<file path="src/rtl/accum_pkg.sv">
// Shared definitions for the product accumulator: FSM state encoding,
// default widths and the fixed product width from the 8x8 multiplier.
// The saturation option is selected with the ACCUM_SAT_EN macro in sat_add_2sc.
package accum_pkg;

  typedef enum logic [1:0] {
    IDLE  = 2'd0,
    ACCUM = 2'd1,
    DONE  = 2'd2
  } state_t;

  localparam int ACC_W_DEF = 18;
  localparam int LEN_W_DEF = 4;
  localparam int PROD_W    = 16;

endpackage

</file>
<file path="src/rtl/sat_add_2sc.sv">
// Combinational two's-complement add of a 16-bit product onto the accumulator.
// Reports overflow of the true sum against the ACC_W range. With ACCUM_SAT_EN
// defined the result clamps to the range limits; otherwise it wraps.
module sat_add_2sc
  import accum_pkg::*;
#(
  parameter int ACC_W = ACC_W_DEF
) (
  input  logic signed [ACC_W-1:0]  a,
  input  logic signed [PROD_W-1:0] b,
  output logic signed [ACC_W-1:0]  sum,
  output logic                     ovf
);

  localparam logic [ACC_W-1:0] MAX_V = {1'b0, {(ACC_W-1){1'b1}}};
  localparam logic [ACC_W-1:0] MIN_V = {1'b1, {(ACC_W-1){1'b0}}};

  // One guard bit is enough: ACC_W >= 17 so the product always fits in ACC_W.
  logic [ACC_W:0] full;

  // Exact sum in ACC_W+1 bits; overflow when the top two bits disagree.
  always_comb begin
    full = {a[ACC_W-1], a} + {{(ACC_W+1-PROD_W){b[PROD_W-1]}}, b};
    ovf  = full[ACC_W] ^ full[ACC_W-1];
`ifdef ACCUM_SAT_EN
    if (ovf) begin
      sum = full[ACC_W] ? MIN_V : MAX_V;
    end else begin
      sum = full[ACC_W-1:0];
    end
`else
    sum = full[ACC_W-1:0];
`endif
  end

endmodule

</file>
<file path="src/rtl/accum_prod_2sc.sv">
// Frame accumulator for signed 16-bit multiplier products.
// A start pulse opens a frame of len products (0 means 2^LEN_W); each valid
// product is added into acc, and acc_vld pulses for one cycle in DONE.
// Build option: ACCUM_SAT_EN (saturating rather than wrapping accumulation).
module accum_prod_2sc
  import accum_pkg::*;
#(
  parameter int ACC_W = ACC_W_DEF,
  parameter int LEN_W = LEN_W_DEF
) (
  input  logic                     clk,
  input  logic                     reset,
  input  logic signed [PROD_W-1:0] y_in,
  input  logic                     y_vld,
  input  logic                     start,
  input  logic [LEN_W-1:0]         len,
  output logic signed [ACC_W-1:0]  acc,
  output logic                     acc_vld,
  output logic                     busy,
  output logic                     ovf
);

  // One extra bit so a full 2^LEN_W frame can be counted.
  localparam logic [LEN_W:0] CNT_ONE  = {{LEN_W{1'b0}}, 1'b1};
  localparam logic [LEN_W:0] CNT_FULL = {1'b1, {LEN_W{1'b0}}};

  state_t                  state_reg, state_next;
  logic signed [ACC_W-1:0] acc_reg, acc_next;
  logic [LEN_W:0]          cnt_reg, cnt_next;
  logic                    ovf_reg, ovf_next;
  logic                    busy_reg, busy_next;
  logic                    vld_reg, vld_next;

  logic signed [ACC_W-1:0] add_sum;
  logic                    add_ovf;

  sat_add_2sc #(
    .ACC_W(ACC_W)
  ) u_add (
    .a  (acc_reg),
    .b  (y_in),
    .sum(add_sum),
    .ovf(add_ovf)
  );

  // State register.
  always_ff @(posedge clk or negedge reset) begin
    if (!reset) begin
      state_reg <= IDLE;
    end else begin
      state_reg <= state_next;
    end
  end

  // Datapath and output registers; outputs never see inputs combinationally.
  always_ff @(posedge clk or negedge reset) begin
    if (!reset) begin
      acc_reg  <= '0;
      cnt_reg  <= '0;
      ovf_reg  <= 1'b0;
      busy_reg <= 1'b0;
      vld_reg  <= 1'b0;
    end else begin
      acc_reg  <= acc_next;
      cnt_reg  <= cnt_next;
      ovf_reg  <= ovf_next;
      busy_reg <= busy_next;
      vld_reg  <= vld_next;
    end
  end

  // Next-state and next-datapath logic; y_vld and start only matter where used.
  always_comb begin
    state_next = state_reg;
    acc_next   = acc_reg;
    cnt_next   = cnt_reg;
    ovf_next   = ovf_reg;
    case (state_reg)
      IDLE: begin
        if (start) begin
          state_next = ACCUM;
          acc_next   = '0;
          ovf_next   = 1'b0;
          cnt_next   = (len == '0) ? CNT_FULL : {1'b0, len};
        end
      end
      ACCUM: begin
        if (y_vld) begin
          acc_next = add_sum;
          ovf_next = ovf_reg | add_ovf;
          cnt_next = cnt_reg - CNT_ONE;
          if (cnt_reg == CNT_ONE) begin
            state_next = DONE;
          end
        end
      end
      DONE: begin
        state_next = IDLE;
      end
      default: begin
        state_next = IDLE;
      end
    endcase
    busy_next = (state_next != IDLE);
    vld_next  = (state_next == DONE);
  end

  assign acc     = acc_reg;
  assign acc_vld = vld_reg;
  assign busy    = busy_reg;
  assign ovf     = ovf_reg;

endmodule

</file>
<file path="config.mk">
export PLATFORM = sky130hd
export DESIGN_NAME = accum_prod_2sc
export DESIGN_NICKNAME = d
export VERILOG_FILES = /design/src/rtl/accum_pkg.sv /design/src/rtl/sat_add_2sc.sv /design/src/rtl/accum_prod_2sc.sv
export SDC_FILE = /design/constraint.sdc
export NUM_CORES = 1
export LEC_CHECK = 0
export CAP_MARGIN = 20
export CELL_PAD_IN_SITES_DETAIL_PLACEMENT = 0
export CELL_PAD_IN_SITES_GLOBAL_PLACEMENT = 1
export CORE_MARGIN = 1.5
export CORE_UTILIZATION = 38
export CTS_CLUSTER_SIZE = 10
export DETAILED_ROUTE_END_ITERATION = 10
export PLACE_DENSITY = 0.91
export SETUP_SLACK_MARGIN = 0.05
export SKIP_CTS_REPAIR_TIMING = 1
export SLEW_MARGIN = 20
export SYNTH_ARGS = -nofsm -noshare
export SYNTH_HDL_FRONTEND = slang
export SYNTH_SLANG_ARGS = --single-unit
export TNS_END_PERCENT = 20
</file>
<file path="constraint.sdc">
create_clock -name clk -period 3.16 [get_ports clk]
set_input_delay 0.474 -clock clk [delete_from_list [all_inputs] [get_ports clk]]
set_output_delay 0.474 -clock clk [all_outputs]
set_load 0.01 [all_outputs]
</file>
==> impl_metrics.csv <==
group,metric,value,unit
setup_path,reg2reg_slack,0.79,ns
final_layout,fin_area,2630,um^2
detailed_routing,drtAntennaViolNets,0,
setup_path,crit_buf_inv,2,
synth,yosysTopAreaCellShare,0.341,
final_layout,drive_gt1_frac,0.0567,
setup_path,cp_slowest_cell,"clkdlybuf4s50_1",
cts,clk_latency,0.28,ns
detailed_routing,vias,1881,
sta,slew_headroom,0.503,
final_layout,nets,328,
synth,ys_ff_latch,28,
detailed_routing,first_pass_iters,4,
run_status,run_status,"complete, no violations",
setup_path,path_max_fanout,4,
die,die_area,5860,um^2
final_layout,diodes,0,
synth,synth_warnings,0,
die,start_util,0.397,
synth,netlist_instances,239,
placement,place_area,2570,um^2
setup_path,end_kind,"flip-flop",
synth,avgSynthCellArea,8.60,um^2
final_layout,area_growth,27.9,%
cts,cts_buffers,3,
synth,synth.area.top_cells,"dfrtp_1 (34%), ha_1 (12%), nand2_1 (6.4%)",
detailed_routing,post_drt_via_cell_ratio,5.34,
grt,grt_pass1_vias,1853,
sta,drv_slew,0,
power_and_ir_drop,p_leak,0.00115,uW
cts,root_buffer,"clkbuf_8",
setup_path,path_cells,"clkdlybuf4s50_1 -> ha_1 -> inv_1 -> fa_1 -> nor2b_1 -> o211ai_1 -> nand2_1 -> a21oi_2 -> o21ai_1 -> nor3_1 -> or3_1",
grt,globalRouteTotalUtil,0.178,
setup_path,path_delay_family,"simple AND/OR/NAND/NOR gates",
die,coreArea,5170,um^2
sta,finalSetupViolCount,0,
setup_path,cp.required,3.32,ns
cts,cts_max_level,1,
sta,fin_skew,0.00631,ns
cts,cts_tree,"done",
power_and_ir_drop,seqPwrFrac,0.254,
job,drv_cap,0,
setup_path,startpoint_type,"input port",
power_and_ir_drop,p_per_area,1000,nW/um^2
synth,synth_enable_flop_cells,0,
sta,fin_crit,2.60,ns
grt,grt_max_degree,29,
grt,antenna_found_initial,0,
sta,clock.fmax,0.385,GHz
synth,synth_area,2060,um^2
detailed_routing,drcViolationCount,0,
setup_path,worstSetupPathType,"input port to flip-flop",
final_layout,largest_register_ffs,18,
synth,synth.largest_area_cell,"dfrtp_1",
die,pin_count,45,
power_and_ir_drop,share_comb_of_total_power,0.658,
detailed_routing,first_iter_violations,84,
cts,cts_sinks,28,
power_and_ir_drop,power,2640,uW
placement,gp_congestion,0.853,
grt,grt_first_pass_wirelength,8570,um
sta,max_slew.worst_pin.slew,0.744,ns
synth,syn-num-nets,284,
setup_path,cp.arrival,2.76,ns
detailed_routing,wire_per_inst,13.9,um
placement,io_buffers,44,
detailed_routing,drt-total-wl,4880,um
power_and_ir_drop,peakVddDrop,0.000407,V
synth,async_reset_ff_frac,1.00,
power_and_ir_drop,intPower,1460,uW
sta,hold_violations,0,
synth,ys_types,51,
cts,path_clk_slew,0.10,ns
hold_path,hold_class,"flip-flop to flip-flop",
die,die_h,76.6,um
setup_path,cpPeakStageDelay,0.46,ns
power_and_ir_drop,swShare,0.448,
final_layout,most-common-layout-cells,"clkdlybuf4s50_1 (44), nand2_1 (35), dfrtp_1 (28)",
sta,rsz0062_at_grt,"no",
synth,ys_seq_area_frac,0.341,
power_and_ir_drop,switchingPower,1180,uW
synth,synthFlopType,"dfrtp_1",
power_and_ir_drop,pwr-share-clk,0.089,
sta,tns,0,ns
final_layout,layout_commonest_cell,"clkdlybuf4s50_1",
die,die_w,76.6,um
die,rows,26,
sta,fin_crit_sh,0.821,
placement,dp_hpwl,3680,um
cts,clock_path_buffers,2,
grt,overflow,0,
-- metal layers --
layer,track usage,up-vias,wire (um)
met5,0,-,0
met1,0.236,886,2430
li1,-,948,-
met3,0.0192,4,162
met2,0.308,43,2250
met4,0.0444,0,45
-- Yosys cell counts (all sizes together) (2+ instances only) --
| master | instances |
|---|---|
| nand2b | 2 |
| o21a | 3 |
| and3 | 3 |
| clkbuf | 7 |
| o41ai | 2 |
| and4 | 2 |
| a211oi | 2 |
| inv | 8 |
| xor2 | 7 |
| o31ai | 3 |
| buf | 2 |
| nor2 | 18 |
| ha | 20 |
| o21bai | 2 |
| xnor2 | 7 |
| or3 | 3 |
| nor3 | 8 |
| nand3 | 2 |
| nor2b | 3 |
| dfrtp | 28 |
| nand2 | 35 |
| nand4 | 3 |
| a21o | 6 |
| and2 | 3 |
| a21oi | 15 |
| o21ai | 26 |
| a31oi | 2 |
-- cells by family after synthesis --
logic type,after synthesis,synth area share
AND/OR/NAND/NOR,84,0.194
AO/OA/AOI/OAI,74,0.236
flip-flops,28,0.341
adder cells (fa/ha/maj),21,0.131
buffers and inverters,17,0.0335
XOR/XNOR,14,0.0596
multiplexers,1,0.00487
-- layout make-up --
cell class,instances,area (um^2)
multi-input combinational,194,1290
sequential,28,701
clock buffer,4,55.1
fill,494,2540
timing repair buffer,48,470
inverter,8,30.0
tap,70,87.6
-- final timing paths --
check,to,cells past startpoint,from
worst max-delay path,ovf,11,y_in[0]
worst min-delay path,busy,1,state_reg[1]
worst max register to register,ovf,8,acc[2]
worst min register to register,busy,1,state_reg[1]
max in group asynchronous,acc_vld,2,reset
min in group asynchronous,acc[11],2,reset
-- power by group through the flow --
stage	combinational (uW)	sequential, uW	clock, uW
after floorplan	1140	707	0
after global placement	1710	671	0
after detailed placement	1740	675	0
after CTS	1750	671	242
after global routing	1960	698	256
final	1740	669	234
-- worst register-to-register path, cell delays in order (launching register included) --
cell and delay, ns:
dfrtp_1 0.43, ha_1 0.35, nor2b_1 0.18, o211ai_1 0.17
nand2_1 0.14, a21oi_2 0.26, o21ai_1 0.14, and4_1 0.21
or3_1 0.36
-- through the flow --
stage | setup slack [ns] | util | hold slack [ns] | std cells
final | 0.564 | 0.508 | 0.495 | 352
after global routing | 0.404 | 0.508 | 0.519 | 352
after CTS | 0.561 | 0.508 | 0.495 | 352
after detailed placement | 0.255 | 0.498 | 0.474 | 348
after global placement | 0.324 | 0.498 | 0.480 | 348
after floorplan | 0.850 | - | 0.178 | 239
Power figures use the tool's default switching activity.
